<file path="config.mk">
export PLATFORM = sky130hd
export DESIGN_NAME = sample_xfer_sched
export DESIGN_NICKNAME = d
export VERILOG_FILES = /design/src/rtl/sample_xfer_sched_pkg.sv /design/src/rtl/sample_xfer_sched_evt_cnt.sv /design/src/rtl/sample_xfer_sched.sv
export SDC_FILE = /design/constraint.sdc
export NUM_CORES = 1
export LEC_CHECK = 0
export BUFFER_PORTS_ARGS = -buffer_cell sky130_fd_sc_hd__buf_2
export CAP_MARGIN = 20
export CELL_PAD_IN_SITES_DETAIL_PLACEMENT = 1
export CELL_PAD_IN_SITES_GLOBAL_PLACEMENT = 2
export CORE_UTILIZATION = 33
export CTS_CLUSTER_DIAMETER = 80
export DETAILED_ROUTE_END_ITERATION = 8
export PLACE_DENSITY_LB_ADDON = 0.08
export REMOVE_ABC_BUFFERS = 1
export SYNTH_ARGS = -nofsm -noshare
export SYNTH_HDL_FRONTEND = slang
export SYNTH_SLANG_ARGS = --single-unit
</file>
<file path="constraint.sdc">
create_clock -name CLK -period 3.2 [get_ports CLK]
set_clock_uncertainty 0.05 [all_clocks]
set_input_delay 0.48 -clock CLK [delete_from_list [all_inputs] [get_ports CLK]]
set_output_delay 0.48 -clock CLK [all_outputs]
set_load 0.05 [all_outputs]
</file>
<file path="src/rtl/sample_xfer_sched_pkg.sv">
// rtl/sample_xfer_sched_pkg.sv - shared constants and state encoding for the sample readout scheduler
package sample_xfer_sched_pkg;

    localparam int NCH         = 16;
    localparam int DEF_TIMEOUT = 255;

    typedef enum logic [2:0] {
        ST_IDLE    = 3'd0,
        ST_START   = 3'd1,
        ST_READ    = 3'd2,
        ST_NEXT_CH = 3'd3,
        ST_STALL   = 3'd4,
        ST_DONE    = 3'd5
    } xstate_t;

endpackage

</file>
<file path="src/rtl/sample_xfer_sched_evt_cnt.sv">
// rtl/sample_xfer_sched_evt_cnt.sv - saturating pending-event counter with sticky overflow
module xfer_evt_cnt #(
    parameter int PEND_W = 4
) (
    input  logic              CLK,
    input  logic              RST,
    input  logic              clr,
    input  logic              inc,
    input  logic              dec,
    output logic [PEND_W-1:0] cnt,
    output logic              ovfl
);

    localparam logic [PEND_W-1:0] CNT_MAX = '1;
    localparam logic [PEND_W-1:0] CNT_ONE = PEND_W'(1);

    // Simultaneous inc and dec cancel; clr leaves the sticky flag alone.
    always_ff @(posedge CLK or posedge RST) begin
        if (RST) begin
            cnt  <= '0;
            ovfl <= 1'b0;
        end else if (clr) begin
            cnt <= '0;
        end else if (inc && !dec) begin
            if (cnt == CNT_MAX) begin
                ovfl <= 1'b1;
            end else begin
                cnt <= cnt + CNT_ONE;
            end
        end else if (dec && !inc && cnt != '0) begin
            cnt <= cnt - CNT_ONE;
        end
    end

endmodule

</file>
<file path="src/rtl/sample_xfer_sched.sv">
// rtl/sample_xfer_sched.sv - walks channels 0..15 reading NSAMP samples each per queued event
module sample_xfer_sched
    import sample_xfer_sched_pkg::*;
#(
    parameter int SAMP_W  = 7,
    parameter int PEND_W  = 4,
    parameter int TIMEOUT = DEF_TIMEOUT
) (
    input  logic              CLK,
    input  logic              RST,
    input  logic              JTAG_MODE,
    input  logic              RDY,
    input  logic [15:0]       F16_MT,
    input  logic              RB_FULL,
    input  logic [SAMP_W-1:0] NSAMP,
    output logic [3:0]        CHAN,
    output logic              RDENA,
    output logic              L1A_RD_EN,
    output logic [2:0]        XSTATE,
    output logic              BUSY,
    output logic [PEND_W-1:0] PEND,
    output logic              OVFL,
    output logic              UFLOW_ERR
);

    localparam int                  STALL_W    = $clog2(TIMEOUT + 1);
    localparam logic [STALL_W-1:0]  STALL_LAST = STALL_W'(TIMEOUT - 1);
    localparam logic [STALL_W-1:0]  STALL_ONE  = STALL_W'(1);
    localparam logic [SAMP_W-1:0]   SAMP_ONE   = SAMP_W'(1);
    localparam logic [3:0]          LAST_CH    = 4'(NCH - 1);

    xstate_t            state_q, state_d;
    logic [3:0]         chan_q;
    logic [SAMP_W-1:0]  nsamp_q, cnt_q, last_samp;
    logic [STALL_W-1:0] stall_q;
    logic               l1a_q, uflow_q;
    logic               mt_cur, avail, rdena_c, pend_dec, tmo;

    assign mt_cur    = F16_MT[chan_q];
    assign avail     = !mt_cur && !RB_FULL;
    assign last_samp = nsamp_q - SAMP_ONE;

    always_comb begin
        state_d  = state_q;
        rdena_c  = 1'b0;
        pend_dec = 1'b0;
        tmo      = 1'b0;
        case (state_q)
            ST_IDLE:    if (PEND != '0) state_d = ST_START;
            ST_START:   state_d = (nsamp_q == '0) ? ST_DONE : ST_READ;
            ST_READ: begin
                rdena_c = avail;
                if (!avail) begin
                    state_d = ST_STALL;
                end else if (cnt_q == last_samp) begin
                    state_d = (chan_q == LAST_CH) ? ST_DONE : ST_NEXT_CH;
                end
            end
            ST_NEXT_CH: state_d = ST_READ;
            ST_STALL: begin
                if (avail) begin
                    state_d = ST_READ;
                end else if (!RB_FULL && stall_q == STALL_LAST) begin
                    tmo     = 1'b1;
                    state_d = ST_DONE;
                end
            end
            ST_DONE: begin
                pend_dec = 1'b1;
                state_d  = ST_IDLE;
            end
            default:    state_d = ST_IDLE;
        endcase
        // JTAG ownership gates the read strobe immediately and parks the FSM next clock.
        if (JTAG_MODE) begin
            state_d = ST_IDLE;
            rdena_c = 1'b0;
            tmo     = 1'b0;
        end
    end

    always_ff @(posedge CLK or posedge RST) begin
        if (RST) begin
            state_q <= ST_IDLE;
            chan_q  <= '0;
            nsamp_q <= '0;
            cnt_q   <= '0;
            stall_q <= '0;
            l1a_q   <= 1'b0;
            uflow_q <= 1'b0;
        end else begin
            state_q <= state_d;
            l1a_q   <= (state_d == ST_START);
            if (tmo) uflow_q <= 1'b1;
            // Only RB_FULL-free empty cycles in STALL accumulate toward the timeout.
            stall_q <= (state_q == ST_STALL && !RB_FULL && mt_cur) ? stall_q + STALL_ONE : '0;
            if (state_d == ST_START) begin
                nsamp_q <= NSAMP;
                chan_q  <= '0;
                cnt_q   <= '0;
            end else if (state_q == ST_NEXT_CH) begin
                chan_q <= chan_q + 4'd1;
                cnt_q  <= '0;
            end else if (rdena_c) begin
                cnt_q <= cnt_q + SAMP_ONE;
            end
        end
    end

    xfer_evt_cnt #(.PEND_W(PEND_W)) u_evt_cnt (
        .CLK  (CLK),
        .RST  (RST),
        .clr  (JTAG_MODE),
        .inc  (RDY),
        .dec  (pend_dec),
        .cnt  (PEND),
        .ovfl (OVFL)
    );

    assign CHAN      = chan_q;
    assign RDENA     = rdena_c;
    assign L1A_RD_EN = l1a_q;
    assign XSTATE    = state_q;
    assign BUSY      = (state_q != ST_IDLE);
    assign UFLOW_ERR = uflow_q;

endmodule

</file>
# == Yosys cells after proc, flatten, opt, wreduce, memory -nomap -nowiden ==
# Cells that the tools add are included.
# word_totals
register_bits,36
in_bits,28
output_inout_bits,16
wordCells,76
# op_classes
n_addsub,6
order_cmp,1
eq_ne,11
mux,28
n_bitwise,1
reduce_logical,20
# op_table
operator,count
3-bit 2-to-1 mux,8
4-bit 2-to-1 mux,6
7-bit 2-to-1 mux,3
3-bit one-hot mux with 5 select lines,1
3-bit nonzero test,3
4-bit by 1-bit adder with 4-bit output (second input constant),2
8-bit by 1-bit adder with 8-bit output (second input constant),1
4-bit == test (second input constant),2
8-bit == test (second input constant),1
1-bit 2-to-1 mux,8
8-bit 2-to-1 mux,1
7-bit by 1-bit adder with 7-bit output (second input constant),1
7-bit == test,1
1-bit logical AND,7
7-bit zero test,1
7-bit by 1-bit subtractor with 7-bit output (second input constant),1
3-bit by 1-bit == test with 1-bit output (second input constant),2
3-bit by 2-bit == test with 1-bit output (second input constant),2
3-bit == test (second input constant),2
4-bit by 5-bit less-than comparator with 1-bit output (second input constant),1
1-bit binary-select mux with 4-bit select,1
1-bit zero test,4
4-bit nonzero test,1
4-bit by 1-bit subtractor with 4-bit output (second input constant),1
other kinds (6),6

# == Depth between registers and ports, before layout ==
# Gate-level depths: netlist (run 1).
# logic_depth
word_depth,9
depth_mapped,9
ltp_nobuf,9

# == Modules after synthesis ==
# Synthesis (run 1) repeated with hierarchy kept, for this count alone.
# unflattened
cells_unflattened,216
area_unflattened_um2,2192.1
# by_module_without_submodules
mod,n_inst,cells_each,area_each_um2,seq_area_each_um2
sample_xfer_sched,1,182,1856.8,775.7
xfer_evt_cnt,1,34,335.3,125.1

# == Worst setup path after synthesis (run 1) ==
# Ideal clock, no wire load.
# synth_path
path_type,register -> output
start,register chan_q[2] (netlist: CHAN[2])
end,output port RDENA
arrival_time_ns,2.711
t_required_ns,2.670
setup_slack_ns,-0.041
path_stages_with_launch,8
n_path_buf,2
cell_sequence,dfrtp_1 -> buf_2 -> mux2_2 -> a222oi_1 -> a32oi_1 -> or3_1 -> clkbuf_1 -> inv_1
# synth_via
elab_chain_cells,6
# synth_lines
element,line,source
from (decl),sample_xfer_sched.sv:33,logic [3:0] chan_q;
from (signal assigned),sample_xfer_sched.sv:102,chan_q <= chan_q + 4'd1;
1-bit binary-select mux with 4-bit select,sample_xfer_sched.sv:39,assign mt_cur = F16_MT[chan_q];
1-bit 2-to-1 mux (implied by the code),sample_xfer_sched.sv:39,
1-bit zero test,sample_xfer_sched.sv:40,assign avail = !mt_cur && !RB_FULL;
1-bit logical AND,sample_xfer_sched.sv:40,
1-bit 2-to-1 mux,sample_xfer_sched.sv:48,case (state_q)
1-bit 2-to-1 mux,sample_xfer_sched.sv:75,if (JTAG_MODE) begin
to (decl),sample_xfer_sched.sv:17,"output logic RDENA,"
# No other way between the ends. The select of a mux whose other input is x is not followed.

# == Worst setup path after layout (run 1) ==
# layout_path
start,register chan_q[3] (netlist: CHAN[3])
end,output port RDENA
# Same word-level chain as after synthesis.

==> results by group, run 1 <==
STA
  – Final Critical Period: 3.045 ns
  – Final Hold Viols: 0
  – Final worst slack: 0.1550 ns
  – Setup_tns: 0 ns
  – # setup viols final: 0
  – Max Fclk: 328.4 MHz
  – Slew Limit Fails: 0
  – Max-slew headroom: 58.25%
  – Fin crit share: 95.16%
  – RSZ-0062 raised after global routing: false
  – Worst slew pin tran: 0.6205 ns

Power
  – Combinational Power Share: 44.5%
  – Maximum VDD drop: 449.4 uV
  – PD cells: 715.4 nW/um2
  – Switch share: 43.83%
  – Clock share of power: 18.4%
  – Reg power frac: 37.1%
  – Power, Total: 1.826 mW
  – Leak Pwr: 1.199 nW
  – Internal: 1.026 mW
  – Psw: 0.8004 mW

Place
  – DP Wirelength: 3721 um
  – DP Worst Slack: 0.2208 ns
  – DP Area: 2452 um2
  – Routability congestion estimate: 0.7620
  – Inst Count DP: 341
  – # port buffers: 43

Drt
  – DR WL met3: 129 um
  – Met2 wire length: 2283 um
  – Drt pass-1 iters: 4
  – Initial DRC Count: 68
  – Detailed Route WL: 4958 um
  – Remaining antenna violation count: 0
  – WL/cell: 14.21 um
  – Met1 Wirelength: 2493 um
  – Top layer in use: met4
  – Vias per inst: 5.052
  – Remaining DRCs: 0
  – Total number of vias: 1763

Synthesis
  – Post-synth EDFFs: 0
  – Post-synth ARST share: 100.0%
  – Cell taking the most area after synthesis: dfrtp_1
  – Sequential-to-total area share from yosys stat: 41.93%
  – Synth Instances: 225
  – Synth Warn #: 0
  – Synth top area share: 41.93%
  – Main flop type after synthesis: dfrtp_1
  – Syn Area/Cell: 9.548 um2
  – Largest cells by area after synthesis: dfrtp_1 42%, mux2_2 6.8%, xor2_1 5.7%, nor2_1 5.2%, ha_1 4.7%
  – Yosys cell types: 39
  – Post-Syn Area: 2148 um2
  – Seq cells post-synth: 36

Floorplan
  – Core area: 6314 um2
  – Die H: 82.69 um
  – Row count: 29
  – Starting density of the core: 34.03%
  – Die width: 82.69 um
  – Die area: 6837 um2
  – Boundary pin count: 44

Setup path
  – Arr. time, crit path: 2.52 ns
  – Crit. End Element: output port
  – Worst setup SP type: flip-flop
  – CP Data Required Time: 2.67 ns
  – R2r worst-path depth: 6
  – WS Path Type: reg -> out
  – Crit Path Max Fanout: 13

CTS
  – CTS tree: built
  – Cts-stage hold buffer count: 0
  – Post CTS Setup Buffer Count: 0
  – Clock net sink count: 36
  – CTS Root Cell: clkbuf_8
  – Skew-Pair Late Insertion Delay: 0.29 ns
  – CTS H-tree depth: 2
  – Clk buf depth: 2
  – Clk slew on worst S/H paths: 0.07 ns
  – Inserted Clock Buffers: 5

Global routing
  – Initial antenna violation count: 0
  – Gr usage total: 16.30%
  – First-pass GRT wire length: 8390 um
  – Vias in the first global route: 1781
  – Grt ovf: 0
  – Largest net degree at the start of global routing: 37

Cells and area
  – FF/Latch Area: 903.4 um2
  – Fillers: 755
  – Area occupied by multi-input gates: 1181 um2
  – ANT cells: 0
  – Final cell count without fillers: 349
  – Nets: 308
  – Ratio of cells with drive above 1 in the final layout: 26.10%
  – Area Growth Syn to Fin: 18.81%
  – Design area: 2552 um2

Run
  – Max-cap violation count: 0

Worst hold path
  – Hold Path Class: in -> async

Status
  – Status: complete, no violations
## cells in the final DEF (no fill, tap or decap), drive strengths merged, types with 8 or more instances in the layout
master,synthesis,routed
nand2,14,14
inv,11,11
nor2,30,30
buf,2,45
a21oi,8,8
nand3,11,11
xor2,14,14
xnor2,8,8
dfrtp,36,36
clkbuf,5,9
ha,8,8
mux2,14,14
## final cells by class
cell class	count	area share, %
clock buffer	8	3.529
sequential	36	35.39
timing repair buffer	46	9.412
inverter	11	1.618
tap	77	3.775
multi-input combinational	171	46.27
## power by group through the flow
stage                     clock network, mW  logic (mW)  registers, mW
after floorplan                           0       0.479          0.803
after global placement                    0       0.819          0.684
after detailed placement                  0       0.823          0.685
after CTS                             0.353       0.827          0.677
after global routing                  0.370       0.911          0.696
final                                 0.336       0.813          0.677
## critical path, stage by stage (launching register included)
cell      delay (ns)
dfrtp_2         0.48
mux2_4          0.32
a222oi_1        0.44
a32oi_1         0.21
or3_4           0.48
inv_1           0.08
clkbuf_4        0.22
## cells in the mapped netlist, drive strengths merged (3+ instances only)
master and count:
or4 3, and3 3, a21oi 8, nand4 4, or3 3, nor3 4
nand3 11, xnor2 8, dfrtp 36, o31ai 6, o21ai 6, xor2 14
and2 3, nor2 30, nand2 14, ha 8, inv 11, nor4 3
nor2b 4, clkbuf 5, mux2 14, nand3b 4
## timing repair
action	in CTS	in global routing
gates cloned	0	0
resized for setup	1	3
pin swaps	0	1
endpoints found under the setup margin	1	1
## per-layer routing
metal | vias up | global-route usage (%)
met1 | 852 | 22.44
met3 | 5 | 3.626
met4 | 0 | 4.655
met5 | - | 0
li1 | 887 | -
met2 | 19 | 25.41
## through the flow
| step | hold slack (ns) | util (%) |
|---|---|---|
| floorplan | 0.4415 | - |
| global placement | 0.3970 | 38.84 |
| detailed placement | 0.3985 | 38.84 |
| CTS | 0.2602 | 40.35 |
| global route | 0.3085 | 40.43 |
| finish | 0.2453 | 40.43 |
## sequential cells by signal, indices dropped and copies added, names as in the netlist
register and cells:
stall_q 8, u_evt_cnt.ovfl 1, UFLOW_ERR 1, cnt_q 7
nsamp_q 7, CHAN 4, u_evt_cnt.cnt 4, L1A_RD_EN 1
XSTATE 3
## kinds of logic after synthesis
kind of cell	synth area share, %
and+or+nand+nor	20.38
AOI/OAI and AO/OA	11.59
DFF	41.93
xor gates and xnor gates	8.969
buffers and inverters	3.553
muxes	7.979
adders and majority gates	5.591
## final timing paths
check,startpoint,to,slack [ns]
hold reg to reg,u_evt_cnt.ovfl,u_evt_cnt.ovfl,0.41
hold / removal,RST,u_evt_cnt.cnt[3],0.25
min in group CLK,NSAMP[1],nsamp_q[1],0.35
setup reg to reg,CHAN[3],cnt_q[5],0.48
setup / recovery,CHAN[3],RDENA,0.15
max in group asynchronous,RST,CHAN[3],2.48
(Power assumes the default switching activity.)
==> run 2: changes to the inputs <==
--- a/config.mk
+++ b/config.mk
@@ -9,11 +9,13 @@
 export CAP_MARGIN = 20
 export CELL_PAD_IN_SITES_DETAIL_PLACEMENT = 1
 export CELL_PAD_IN_SITES_GLOBAL_PLACEMENT = 2
-export CORE_UTILIZATION = 33
+export CORE_UTILIZATION = 34
 export CTS_CLUSTER_DIAMETER = 80
 export DETAILED_ROUTE_END_ITERATION = 8
 export PLACE_DENSITY_LB_ADDON = 0.08
 export REMOVE_ABC_BUFFERS = 1
+export SKIP_LAST_GASP = 1
 export SYNTH_ARGS = -nofsm -noshare
 export SYNTH_HDL_FRONTEND = slang
+export SYNTH_HIERARCHICAL = 1
 export SYNTH_SLANG_ARGS = --single-unit
==> run 2 against run 1 <==
Effect of this change: count of clock-buffer cells in the layout is 3 lower; core utilization increased by 2.4 points; die area shrank 0.94%; global-route usage shrank 0.21 points; sequential cell count did not move; critical endpoint unchanged; via count decreased by 1.6%; total power decreased by 8.9%; first-iteration DRC count shrank 25%; largest cell class unchanged; register-to-register slack better by 0.39 ns; sequential power is 5.2% lower; critical path depth did not move; worst hold slack lost 0.20 ns.
==> results by group, run 2 <==
Status
  – Status: complete, no violations

STA
  – Setup_tns: 0 ns (unchanged)
  – WHS: 0.04778 ns (-0.1975 ns)
  – Final Critical Period: 2.886 ns (-0.1592 ns)
  – Max-slew headroom: 57.87% (-0.37 points)
  – Fin crit share: 90.18% (-5.0 points)
  – Max Fclk: 346.5 MHz (+5.5%)
  – RSZ-0062 raised after global routing: false
  – # setup viols final: 0 (unchanged)
  – Slew Limit Fails: 0 (unchanged)
  – Final Hold Viols: 0 (unchanged)
  – Final worst slack: 0.3141 ns (+0.1592 ns)
  – Worst slew pin tran: 0.6261 ns (+0.005556 ns)

Drt
  – Met2 wire length: 2234 um (-2.1%)
  – Top layer in use: met4
  – Total number of vias: 1735 (-1.6%)
  – WL/cell: 14.87 um (+4.7%)
  – Vias per inst: 5.088 (+0.72%)
  – Met1 Wirelength: 2501 um (+0.32%)
  – Initial DRC Count: 51 (-25%)
  – Remaining antenna violation count: 0 (unchanged)
  – Drt pass-1 iters: 4 (unchanged)
  – DR WL met3: 277 um (+110%)
  – Remaining DRCs: 0 (unchanged)
  – Detailed Route WL: 5071 um (+2.3%)

Synthesis
  – Post-synth ARST share: 100.0% (unchanged)
  – Synth Instances: 216 (-4.0%)
  – Cell taking the most area after synthesis: dfrtp_1
  – Largest cells by area after synthesis: dfrtp_1 41%, xor2_1 6.8%, ha_1 4.6%, mux2i_1 4.6%, nor2_1 4.3%
  – Count leader, synth: dfrtp_1
  – Synth Warn #: 6 (+6)
  – Syn Area/Cell: 10.15 um2 (+6.3%)
  – Top cells by count, synth: 36 x dfrtp_1, 25 x nor2_1, 17 x xor2_1
  – Seq cells post-synth: 36 (unchanged)
  – Post-Syn Area: 2192 um2 (+2.0%)
  – Main flop type after synthesis: dfrtp_1
  – Sequential-to-total area share from yosys stat: 41.10% (-0.84 points)
  – Synth top area share: 41.10% (-0.84 points)
  – Yosys cell types: 44 (+13%)
  – Post-synth EDFFs: 0 (unchanged)

Floorplan
  – Row count: 28 (-3.4%)
  – Die area: 6772 um2 (-0.94%)
  – Boundary pin count: 44 (unchanged)
  – Die width: 82.30 um (-0.47%)
  – Starting density of the core: 36.17% (+2.1 points)
  – Die H: 82.30 um (-0.47%)
  – Core area: 6061 um2 (-4.0%)

CTS
  – Inserted Clock Buffers: 5 (unchanged)
  – Clock net sink count: 36 (unchanged)
  – Skew-Pair Late Insertion Delay: 0.29 ns (about the same)
  – CTS Root Cell: clkbuf_8
  – Clk buf depth: 2 (unchanged)
  – Post-cts resize count: 0 (-1)
  – CTS H-tree depth: 2 (unchanged)
  – CTS tree: built
  – Clk slew on worst S/H paths: 0.08 ns (about the same)
  – Post CTS Setup Buffer Count: 0 (unchanged)
  – Cts-stage hold buffer count: 0 (unchanged)

Cells and area
  – Largest reg by FF count: stall_q
  – Most frequent cells in the layout: 43 x buf_2, 36 x dfrtp_1, 25 x nor2_1
  – Area Growth Syn to Fin: 18.32%
  – Top Registers: stall_q (8), cnt_q (7), nsamp_q (7)
  – Ratio of cells with drive above 1 in the final layout: 25.56% (-0.54 points)
  – ANT cells: 0 (unchanged)
  – Max FFs per register: 8 (unchanged)
  – Most common cell after layout, fill and taps aside: buf_2
  – Layout Utilization: 42.80% (+2.4 points)
  – Design area: 2594 um2 (+1.6%)
  – Nets: 301 (-2.3%)
  – Final cell count without fillers: 341 (-2.3%)

Setup path
  – WS Path Type: reg -> out
  – Arr. time, crit path: 2.36 ns (-0.16 ns)
  – Worst setup SP type: flip-flop
  – Crit. End Element: output port
  – R2r worst-path depth: 6 (unchanged)
  – CP Data Required Time: 2.67 ns (about the same)
  – Crit Path Max Fanout: 12 (-1)

Place
  – Routability congestion estimate: 0.7036 (-7.7%)
  – DP Wirelength: 3778 um (+1.5%)
  – Inst Count DP: 333 (-2.3%)
  – # port buffers: 43 (unchanged)
  – DP Worst Slack: 0.6076 ns (+0.3868 ns)
  – DP Area: 2482 um2 (+1.2%)

Power
  – Maximum VDD drop: 350.9 uV (-22%)
  – Clock share of power: 24.5% (+6.1 points)
  – PD cells: 641.1 nW/um2 (-10%)
  – Combinational Power Share: 36.9% (-7.6 points)
  – Psw: 0.6616 mW (-17%)
  – Reg power frac: 38.6% (+1.5 points)
  – Switch share: 39.79% (-4.0 points)
  – Leak Pwr: 1.224 nW (+2.1%)
  – Power, Total: 1.663 mW (-8.9%)
  – Internal: 1.001 mW (-2.4%)

Worst hold path
  – Hold Path Class: in -> async

Global routing
  – Gr usage total: 16.09% (-0.21 points)
  – First-pass GRT wire length: 8079 um (-3.7%)
  – Largest net degree at the start of global routing: 32 (-14%)
  – Vias in the first global route: 1639 (-8.0%)
  – Grt ovf: 0 (unchanged)
  – Initial antenna violation count: 0 (unchanged)

Run
  – Max-cap violation count: 0 (unchanged)
## run 2: cell count changes after synthesis, moves of 4 or more
cell / change
mux2i_1: +9
clkbuf_1: -5
mux2_2: -13
mux2_1: +5
nor2_1: -5
o21ai_1: +6
nand2_1: -4
## run 2: path summary, 6_finish.rpt
| check | startpoint | slack [ns] | end |
|---|---|---|---|
| worst max-delay path | CHAN[0] | 0.31 | RDENA |
| worst min-delay path | RST | 0.05 | u_evt_cnt/cnt[0] |
| worst max register to register | nsamp_q[2] | 0.87 | nsamp_q[5] |
| worst min register to register | u_evt_cnt/ovfl | 0.44 | u_evt_cnt/ovfl |
| max in group asynchronous | RST | 2.57 | XSTATE[0] |
| min in group CLK | NSAMP[3] | 0.35 | nsamp_q[3] |
## run 2: per-layer routing
layer / GRT usage [%] / vias to the layer above
met1: 21.29 / 826
met3: 3.297 / 5
met4: 4.737 / 0
li1: - / 862
met5: 0 / -
met2: 26.36 / 42
## run 2: final cells by class
| cell class | count | area (um2) |
|---|---|---|
| clock buffer | 5 | 68.82 |
| clock inverter | 3 | 42.54 |
| fill | 736 | 3467 |
| inverter | 12 | 45.04 |
| multi-input combinational | 164 | 1205 |
| sequential | 36 | 900.9 |
| tap | 75 | 93.84 |
| timing repair buffer | 46 | 237.7 |
## run 2: logic make-up (layout without fill, tap and decap cells)
group | count (synthesis) | count (layout) | synth area share, %
AO/OA/AOI/OAI | 34 | 34 | 11.59
flip-flops | 36 | 36 | 41.10
buffers and inverters | 16 | 66 | 3.938
AND/OR/NAND/NOR | 79 | 79 | 19.24
XOR/XNOR | 26 | 26 | 10.39
multiplexers | 17 | 17 | 9.189
adder cells (fa/ha/maj) | 8 | 8 | 4.566
## run 2: power groups by stage
| stage | Clock, mW | Combinational, mW | Sequential (mW) |
|---|---|---|---|
| final | 0.407 | 0.614 | 0.642 |
| after CTS | 0.422 | 0.623 | 0.646 |
| after global routing | 0.435 | 0.683 | 0.660 |
| after floorplan | 0 | 0.387 | 0.714 |
| after global placement | 0 | 0.608 | 0.653 |
| after detailed placement | 0 | 0.618 | 0.654 |
## run 2: critical path, stage by stage (launching register included)
cell and delay [ns]:
dfrtp_1 0.69, mux2i_1 0.15, mux4_2 0.54, a22o_4 0.31, nand2_2 0.11, inv_1 0.05, buf_2 0.20
